--- src/rtl/fifo_datapath.sv ---
// FIFO storage and pointer datapath, the responder to the FIFO controller FSM.
// Optional sticky error flags are built when FIFO_DATAPATH_ERR_EN is defined.
module fifo_datapath #(
    parameter int DATA_W = 8,
    parameter int DEPTH  = 16,
    parameter int ADDR_W = 4
) (
    input  logic              clk,
    input  logic              rst,
    input  logic [4:0]        control_signals,
    input  logic [DATA_W-1:0] din,
    output logic [DATA_W-1:0] dout,
    output logic [1:0]        status_signals,
    output logic [ADDR_W:0]   count,
    output logic              overflow_err,
    output logic              underflow_err,
    output logic              cmd_err
);

    localparam logic [ADDR_W:0] FULL_CNT = DEPTH[ADDR_W:0];

    logic [DATA_W-1:0] mem [DEPTH];
    logic [ADDR_W-1:0] wr_ptr;
    logic [ADDR_W-1:0] rd_ptr;

    logic clr;
    logic wr;
    logic rd;
    logic bad;
    logic full;
    logic empty;
    logic do_wr;
    logic do_rd;

    // Command decode; a write into a full FIFO is allowed only alongside a read.
    always_comb begin
        clr   = control_signals[2];
        wr    = control_signals[4] & control_signals[0];
        rd    = control_signals[3] & control_signals[1];
        bad   = (control_signals[4] ^ control_signals[0]) |
                (control_signals[3] ^ control_signals[1]);
        full  = (count == FULL_CNT);
        empty = (count == '0);
        do_rd = rd & ~empty & ~clr;
        do_wr = wr & ~clr & (~full | do_rd);
        status_signals = {empty, full};
    end

    // Storage array write port, deliberately not reset.
    always_ff @(posedge clk) begin
        if (do_wr) begin
            mem[wr_ptr] <= din;
        end
    end

    // Pointers, occupancy and registered read data.
    always_ff @(posedge clk or posedge rst) begin
        if (rst) begin
            wr_ptr <= '0;
            rd_ptr <= '0;
            count  <= '0;
            dout   <= '0;
        end else if (clr) begin
            wr_ptr <= '0;
            rd_ptr <= '0;
            count  <= '0;
        end else begin
            if (do_wr) begin
                wr_ptr <= wr_ptr + 1'b1;
            end
            if (do_rd) begin
                rd_ptr <= rd_ptr + 1'b1;
                dout   <= mem[rd_ptr];
            end
            case ({do_wr, do_rd})
                2'b10:   count <= count + 1'b1;
                2'b01:   count <= count - 1'b1;
                default: count <= count;
            endcase
        end
    end

`ifdef FIFO_DATAPATH_ERR_EN
    // Sticky error flags, cleared only by reset or a clear command.
    always_ff @(posedge clk or posedge rst) begin
        if (rst) begin
            overflow_err  <= 1'b0;
            underflow_err <= 1'b0;
            cmd_err       <= 1'b0;
        end else if (clr) begin
            overflow_err  <= 1'b0;
            underflow_err <= 1'b0;
            cmd_err       <= 1'b0;
        end else begin
            if (wr && full && !do_rd) begin
                overflow_err <= 1'b1;
            end
            if (rd && empty) begin
                underflow_err <= 1'b1;
            end
            if (bad) begin
                cmd_err <= 1'b1;
            end
        end
    end
`else
    assign overflow_err  = 1'b0;
    assign underflow_err = 1'b0;
    assign cmd_err       = 1'b0;
`endif

endmodule

--- config.mk ---
export PLATFORM = sky130hd
export DESIGN_NAME = fifo_datapath
export DESIGN_NICKNAME = d
export VERILOG_FILES = /design/src/rtl/fifo_datapath.sv
export SDC_FILE = /design/constraint.sdc
export NUM_CORES = 1
export LEC_CHECK = 0
export BUFFER_PORTS_ARGS = -buffer_cell sky130_fd_sc_hd__buf_2
export CAP_MARGIN = 20
export CORE_MARGIN = 2
export CORE_UTILIZATION = 45
export DETAILED_ROUTE_END_ITERATION = 8
export PLACE_DENSITY = 0.7
export SLEW_MARGIN = 25
export SYNTH_ARGS = -nofsm -noshare
export SYNTH_HDL_FRONTEND = slang
export SYNTH_SLANG_ARGS = --single-unit
--- constraint.sdc ---
create_clock -name clk -period 3.3 [get_ports clk]
set_input_delay 0.165 -clock clk [delete_from_list [all_inputs] [get_ports clk]]
set_output_delay 0.165 -clock clk [all_outputs]
set_load 0.05 [all_outputs]
==> results.md, run 1 <==
* Port Buf Inserts at 29
* Top cell type's share of synthesized area at 0.620
* CP Capture Type: flip-flop
* GRT Resource Usage Total at 0.176
* Min Clock Period, post-route at 2750 ps
* Number of max-cap violations at 0
* Die width at 121 um
* R2R Path End: count[4]
* Placer Congestion at 0.820
* I/O pin count at 33
* Initial Utilization at 0.464
* FP Rows at 42
* Most used DFF post-synth: edfxtp_1
* Synthesized area per cell at 18.2 um^2
* Number of H-tree levels at 4
* Startpoint Class: flip-flop
* Post-Synth Adder-Cell Area at 0.0194
* Area of the mapped netlist at 6200 um^2
* FF-to-FF setup slack at 550 ps
* Hpwl dp at 7.62 mm
* Final hold violations at 0
* Fmax at 0.363 GHz
* Distinct cells, synth at 40
* Post-Route WL at 12.0 mm
* Max Root-Sink Buffers at 2
* # DRC at 0
* Worst reg2reg path depth at 11
* WP data arrival at 3040 ps
* Vias at 3,196
* Leak at 2.39 nW
* Register clock-pin slew on the reported worst setup and hold paths at 60 ps
* Filler instances at 1,061
* Largest family of logic cells by synthesized area: multiplexers
* CTS sink count at 149
* DR vias/cell at 5.63
* Unrepaired setup endpoints after global routing: no
* Hold Path Depth at 2
* Share of the clock period used by the worst path at 0.834
* Post-Synth Simple-Gate Area at 0.0561
* Post-synthesis mux area share at 0.154
* Worst Hold Endpoint: rd_ptr[2]
* Clk Latency, worst-skew pair at 420 ps
* Synth area leaders: edfxtp_1 62%, mux4_2 12%, dfrtp_1 8.5%
* Yosys reg bits at 149
* Final Skew at 8.43 ps
* Initial DRC count at 229
* Worst r2r src: count[0]
* Vias in the first global route at 3,189
* Final setup TNS at 0 ps
* Worst vdd ir at 0.360 mV
* EDFF count, synth at 128
* Die H at 121 um
* Worst slew pin tran at 975 ps
* CTS tree: built
* Status: finished clean
* Layout area overhead at 15.0%
* Routed Antenna Nets at 0
* CP Class: flip-flop to flip-flop
* PostCTS Resize Cnt at 0
* Die area at 14,700 um^2
* Fraction of registers with async set/reset at 0.141
* Post-Synth XOR/XNOR Area at 0.00989
* Largest net degree at the start of global routing at 34
* Cell taking the most area after synthesis: edfxtp_1
* WL per Instance at 21.1 um
* Final setup viols at 0
* Crit-path max FO at 5
* Register area share after synthesis at 0.705
* Share of layout cells above drive strength 1 at 0.291
* # diodes at 0
* Initial antenna violation count at 0
* Data required, critical path at 3590 ps
* Cells after synthesis at 341
* Total Power at 4.44 mW
* Drt pass-1 iters at 4
* Final Max Tran Viols at 0
* TritonCTS Buffers at 17
* Slew HR at 0.350
* Compound-Gate Fraction of Synth Area at 0.0291
* # nets final at 404
* Warnings from Yosys at 0
* First-pass GRT wire length at 18.5 mm
* Hold crit path type: input port to flip-flop
* Worst hold start: control_signals[2]
* Root buffer cell: clkbuf_16
* Area of the core region at 13,300 um^2
* PwrDens at 623 nW/um^2
* GR Overflow Total at 0
==> synthesized netlist by cell type (3+ instances only) <==
cell type,number
o221ai_1,8
and2_1,6
a21oi_1,6
nor2_1,12
nand2_1,22
mux4_2,32
inv_1,7
nand2b_1,3
buf_2,6
ha_1,8
nor4b_1,4
nor4_1,3
clkbuf_1,8
edfxtp_1,128
buf_4,5
nor3_1,8
xnor2_1,5
buf_1,3
mux2i_1,19
dfrtp_1,21
==> cell usage in the layout (no fill, tap or decap), types with 2 or more instances in the layout <==
master      instances
nand3_1             2
inv_1               7
nor3_2              2
nor4b_4             3
or3_1               2
nor4_1              3
nor3_1              6
clkbuf_16          17
a31oi_1             2
xnor2_1             5
clkinvlp_4          2
nand4_1             2
ha_1                8
nor2_1             12
and2_1              6
mux4_2             32
clkinv_1            3
mux2i_1            19
dfrtp_1            20
conb_1              3
nand2b_1            3
buf_2              29
o221ai_1            8
xor2_1              2
nand2_1            22
a21oi_1             6
clkbuf_1            2
mux2i_4             2
buf_4              12
clkinv_2            5
edfxtp_1          128
==> where the power goes <==
part	leakage (nW)	internal, mW	total, mW	switching [mW]
sequential	1.43	2.11	2.17	0.0600
combinational	0.704	0.162	0.559	0.397
clock	0.255	1.02	1.71	0.694
total	2.39	3.29	4.44	1.15
==> stage by stage <==
stage / hold WS, ps / setup WS (ps) / instances / utilization / cell area, um^2
finish: 134 / 547 / 568 / 0.534 / 7120
global route: 137 / 279 / 568 / 0.534 / 7120
CTS: 124 / 574 / 568 / 0.534 / 7120
detailed placement: 414 / 580 / 536 / 0.494 / 6590
global placement: 408 / 685 / 536 / 0.492 / 6560
floorplan: 142 / 515 / 343 / - / 6200
==> layer usage <==
layer / track usage / part of all wire / up-vias
met2: 0.286 / 0.49 / 105
met4: 0.0647 / 0.015 / 0
met3: 0.0404 / 0.054 / 16
met5: 0 / 0 / -
met1: 0.235 / 0.44 / 1660
li1: - / - / 1415
==> registers in the layout (all words and copies together) (netlist names) <==
signal  flops
count       5
rd_ptr      4
mem       128
dout        8
wr_ptr      4
==> what timing repair did <==
action	CTS	global route
buffers inserted	0	0
endpoints found under the hold margin	21	0
hold buffers	1	0
==> logic make-up after synthesis <==
group | Yosys count
AOI/OAI and AO/OA | 23
DFF | 149
other | 1
adders and majority gates | 9
muxes | 53
buffers and inverters | 31
and+or+nand+nor | 68
xor gates and xnor gates | 7
==> critical path, stage by stage (launching register included) <==
cell and delay, ps:
dfrtp_1 410, or4_4 620, o21ai_1 220, nor2_1 80
nand2_1 120, inv_1 90, ha_1 340, nand2b_1 70
a21oi_1 320, nand3_1 140, o211ai_1 120, a31oi_1 90
==> worst max-delay path by stage <==
stage               slack (ps)  cells after the start  startpoint       end
floorplan                  510                     12    count[0]  count[4]
global placement           690                     11    count[0]  count[4]
detailed placement         580                     11    count[0]  count[4]
CTS                        570                     11    count[0]  count[4]
global route               280                     11    count[0]  count[4]
finish                     550                     11    count[0]  count[4]
==> final cells by class <==
type	instances	area, um^2	area share
clock inverter	12	90.1	0.0126
multi-input combinational	163	1740	0.244
sequential	149	4370	0.614
tap	176	220	0.0309
inverter	7	26.3	0.00369
timing repair buffer	42	245	0.0344
clock buffer	19	433	0.0608
(Power assumes the default switching activity.)
==> run 2: changes to the inputs <==
clock period = 2.81 ns   (was 3.3 ns; I/O delays follow)
==> run 2 against run 1 <==
Compared with the run above: clock power grew 29%; sequential cell count did not move; first-iteration DRC count rose by 57%; power up 22%; critical endpoint unchanged; non-clock buffer count up 5; largest power group unchanged; utilization up 0.74 points; design area grew 1.4%; routed wire length rose by 3.1%; sequential power is 17% higher; maximum frequency is 2.5% higher.
==> results.md, run 2 (synthesis gave the netlist of run 1 again) <==
* Status: finished clean
* Share of layout cells above drive strength 1 at 0.319
* Registers with the most flip-flops: mem (128), dout (8), count (5)
* Post-Route Utilization at 0.541
* GRT Resource Usage Total at 0.186
* Initial antenna violation count at 0
* CTS tree: built
* TritonCTS Buffers at 17
* Initial DRC count at 360
* I/O pin count at 33
* Largest reg by FF count: mem
* Hpwl dp at 7.78 mm
* Die area at 14,700 um^2
* Placer Congestion at 0.816
* Number of H-tree levels at 4
* Area of the core region at 13,300 um^2
* Met2 Routed Length at 6.23 mm
* # DRC at 0
* Worst hold margin at 104 ps
* Vias at 3,165
* Port Buf Inserts at 29
* Unrepaired setup endpoints after global routing: no
* Max Root-Sink Buffers at 2
* Worst slew pin tran at 914 ps
* Hold crit path type: input port to flip-flop
* Share of the clock period used by the worst path at 0.956
* WP data arrival at 3030 ps
* Die width at 121 um
* Clk Latency, worst-skew pair at 420 ps
* Register clock-pin slew on the reported worst setup and hold paths at 70 ps
* Cell area after layout at 7220 um^2
* Drt pass-1 iters at 4
* CTS sink count at 149
* Largest net degree at the start of global routing at 26
* Slew HR at 0.387
* Uppermost layer routed: met4
* Post-Route M1 WL at 5.32 mm
* Die H at 121 um
* CP Capture Type: flip-flop
* Final Max Tran Viols at 0
* Final Skew at 8.27 ps
* Met3 WL at 594 um
* Commonest cells after routing, fill and taps aside: 128 x edfxtp_1, 32 x mux4_2, 29 x buf_2
* FP Rows at 42
* CP Class: flip-flop to flip-flop
* Final setup viols at 0
* # diodes at 0
* CP cell instances: or4_4, o21ai_1, nor2_1, nand2_1, inv_1, ha_1, nor2_1, a21oi_4, nor4_2, a31oi_1, a31oi_1
* Max FFs per register at 128
* Initial Utilization at 0.464
* Routed Antenna Nets at 0
* Startpoint Class: flip-flop
* Vias in the first global route at 3,299
* CP peak stage delay at 630 ps
* PwrDens at 750 nW/um^2
* Layout area overhead at 16.6%
* Worst vdd ir at 0.424 mV
* Critical-path top delay cell: or4_4
* Post-Route WL at 12.4 mm
* Cell Area, Placed at 6610 um^2
* Delay-heaviest family, CP: simple AND/OR/NAND/NOR gates
* Crit-path max FO at 5
* WL per Instance at 21.5 um
* Data required, critical path at 3150 ps
* Root buffer cell: clkbuf_16
* First-pass GRT wire length at 19.4 mm
* Min Clock Period, post-route at 2690 ps
* Fmax at 0.372 GHz
* GR Overflow Total at 0
* Number of max-cap violations at 0
* Leak at 2.44 nW
* Final setup TNS at 0 ps
* Final hold violations at 0
* Commonest non-fill, non-tap cell in the layout: edfxtp_1
* DR vias/cell at 5.51
* Worst path bufs/invs at 1
* FF-to-FF setup slack at 120 ps
* # nets final at 409
## run 2: layout make-up
cell class	instances	area, um^2
timing repair buffer	47	295
fill	1036	6130
inverter	7	26.3
clock buffer	17	425
sequential	149	4370
tap	176	220
multi-input combinational	163	1730
clock inverter	15	155
## run 2: path summary, 6_finish.rpt
path | start | end | cells past startpoint
max | count[0] | count[4] | 11
min | din[2] | mem[8][2] | 1
max reg2reg | count[0] | count[4] | 11
min reg2reg | dout[2] | dout[2] | 2
max in group asynchronous | rst | rd_ptr[1] | 3
min in group asynchronous | rst | count[0] | 3
## run 2: repair_timing
action	in CTS	in global routing
hold endpoints to repair	21	0
resized for setup	0	3
endpoints found under the setup margin	0	1
hold buffers	1	0
setup buffers	0	0
## run 2: power by group
part | switching [mW] | total [mW] | leakage, nW | internal, mW
registers | 0.0564 | 2.53 | 1.43 | 2.48
clock network | 0.900 | 2.21 | 0.285 | 1.31
logic | 0.481 | 0.671 | 0.724 | 0.191
total | 1.44 | 5.42 | 2.44 | 3.98
## run 2: metrics by stage
stage	std cells	setup WS, ps	total power, mW
floorplan	343	24.6	3.09
global route	574	12.5	5.61
CTS	574	62.4	5.46
global placement	541	201	3.23
detailed placement	541	74.0	3.25
finish	574	124	5.42
## run 2: layer usage
layer	up-vias	GRT usage
met5	-	0
met4	0	0.0718
met3	16	0.0475
met2	88	0.307
met1	1628	0.238
li1	1433	-
==> run 3: changes to the inputs <==
BUFFER_PORTS_ARGS = -buffer_cell sky130_fd_sc_hd__clkbuf_2   (was -buffer_cell sky130_fd_sc_hd__buf_2)
==> run 3 against run 2 <==
Compared with the run above: die area stayed put; routed wire length down 2.2%; power rose by 3.0%; critical path depth did not move; register-to-register slack improved by 30 ps; clock power is 7% higher; clock skew down 2.8 ps; critical endpoint unchanged.
==> results.md, run 3 (synthesis gave the netlist of run 1 again) <==
* Delay-heaviest family, CP: simple AND/OR/NAND/NOR gates
* Critical-path top delay cell: or4_4
* Initial Utilization at 0.464
* Hold crit path type: input port to flip-flop
* Crit-path max FO at 5
* Routed Antenna Nets at 0
* Startpoint Class: flip-flop
* First-pass GRT wire length at 18.7 mm
* Vias in the first global route at 3,265
* Placed Instances at 539
* Slew HR at 0.397
* Commonest non-fill, non-tap cell in the layout: edfxtp_1
* Placer Congestion at 0.812
* Postcts setup bufs at 0
* Post-layout instance count excluding filler cells at 572
* Crit. Startpoint: count[0]
* Initial DRC count at 258
* Worst path bufs/invs at 1
* Initial antenna violation count at 0
* I/O pin count at 33
* Fmax at 0.376 GHz
* Leak at 2.44 nW
* Final Skew at 5.50 ps
* Final hold violations at 0
* Die width at 121 um
* Final worst slack at 154 ps
* Vias at 3,170
* WL per Instance at 21.1 um
* # DRC at 0
* Worst vdd ir at 0.467 mV
* WP data arrival at 2990 ps
* # diodes at 0
* Worst r2r src: count[0]
* Worst hold start: din[7]
* DR vias/cell at 5.54
* Hpwl dp at 7.49 mm
* Min Clock Period, post-route at 2660 ps
* Register clock-pin slew on the reported worst setup and hold paths at 60 ps
* Data required, critical path at 3150 ps
* GR Overflow Total at 0
* Drt pass-1 iters at 4
* # nets final at 407
* GRT Resource Usage Total at 0.179
* Largest reg by FF count: mem
* Registers with the most flip-flops: mem (128), dout (8), count (5)
* Root buffer cell: clkbuf_16
* Area of the core region at 13,300 um^2
* Die H at 121 um
* Clk Latency, worst-skew pair at 420 ps
* Commonest cells after routing, fill and taps aside: 128 x edfxtp_1, 32 x mux4_2, 29 x clkbuf_2
* Worst slew pin tran at 899 ps
* Max Root-Sink Buffers at 2
* DP Worst Slack at 61.4 ps
* CTS tree: built
* CP cell instances: or4_4, o21ai_2, nor2_1, nand2_1, inv_1, ha_1, nor2_1, a21oi_4, nor4_2, a31oi_1, a31oi_1
* Layout area overhead at 17.1%
* Final Max Tran Viols at 0
* Worst hold margin at 139 ps
* Number of max-cap violations at 0
* CP Capture Type: flip-flop
* Largest net degree at the start of global routing at 34
* FP Rows at 42
* Share of layout cells above drive strength 1 at 0.311
* TritonCTS Buffers at 17
* Final setup TNS at 0 ps
* Number of H-tree levels at 4
* PwrDens at 769 nW/um^2
* Die area at 14,700 um^2
* CTS sink count at 149
* Share of the clock period used by the worst path at 0.945
* Status: finished clean
* Port Buf Inserts at 29
* CP peak stage delay at 620 ps
* Filler instances at 1,034
* Post-Route WL at 12.1 mm
* Final setup viols at 0
* Max FFs per register at 128
* CP Class: flip-flop to flip-flop
[run 3: changes by cell type in the layout (fill, tap and decap cells not counted), sizes merged]
cell	delta
buf	-31
bufinv	+2
clkbuf	+32
clkinv	-1
clkinvlp	-1
inv	-3
[run 3: final timing paths]
check | to | slack (ps) | depth (start not counted)
worst max register to register | count[4] | 150 | 11
worst min register to register | dout[1] | 500 | 2
max in group asynchronous | rd_ptr[1] | 2020 | 3
worst min-delay path | mem[14][7] | 140 | 1
worst max-delay path | count[4] | 150 | 11
min in group asynchronous | count[3] | 340 | 3
[run 3: cell type report]
class | count | area [um^2] | share of cell area
clock buffers | 20 | 447 | 0.0616
clock inverters | 12 | 176 | 0.0243
inverters | 7 | 26.3 | 0.00362
multi-input cells | 163 | 1730 | 0.239
flip-flops and latches | 149 | 4370 | 0.603
well taps | 176 | 220 | 0.0304
repair buffers | 45 | 280 | 0.0386
[run 3: metrics by stage]
stage	utilization	power, mW	area [um^2]
floorplan	-	3.09	6200
global placement	0.494	3.23	6600
detailed placement	0.494	3.25	6600
CTS	0.542	5.62	7230
global route	0.543	5.74	7250
finish	0.543	5.58	7250
[run 3: report_power, final]
group	internal, mW	leakage, nW	total, mW	switching (mW)
combinational	0.187	0.711	0.672	0.485
sequential	2.48	1.43	2.53	0.0554
clock	1.51	0.302	2.37	0.866
total	4.17	2.44	5.58	1.41
[run 3: worst register-to-register path, stage by stage, from the launching register on]
cell and delay, ps:
dfrtp_1 420, or4_4 620, o21ai_2 180, nor2_1 90, nand2_1 130, inv_1 90, ha_1 310, nor2_1 190
a21oi_4 70, nor4_2 230, a31oi_1 70, a31oi_1 180
[run 3: per-layer routing]
| layer | vias up | GRT usage | routed length [um] |
|---|---|---|---|
| met5 | - | 0 | 0 |
| met4 | 0 | 0.0661 | 232 |
| met3 | 19 | 0.0461 | 712 |
| met2 | 96 | 0.282 | 5940 |
| met1 | 1631 | 0.241 | 5210 |
| li1 | 1424 | - | - |
[run 3: what timing repair did]
item / 4_1_cts / 5_1_grt
hold buffers: 1 / 0
endpoints found under the setup margin: 0 / 1
hold endpoints to repair: 21 / 0
resized for setup: 0 / 4
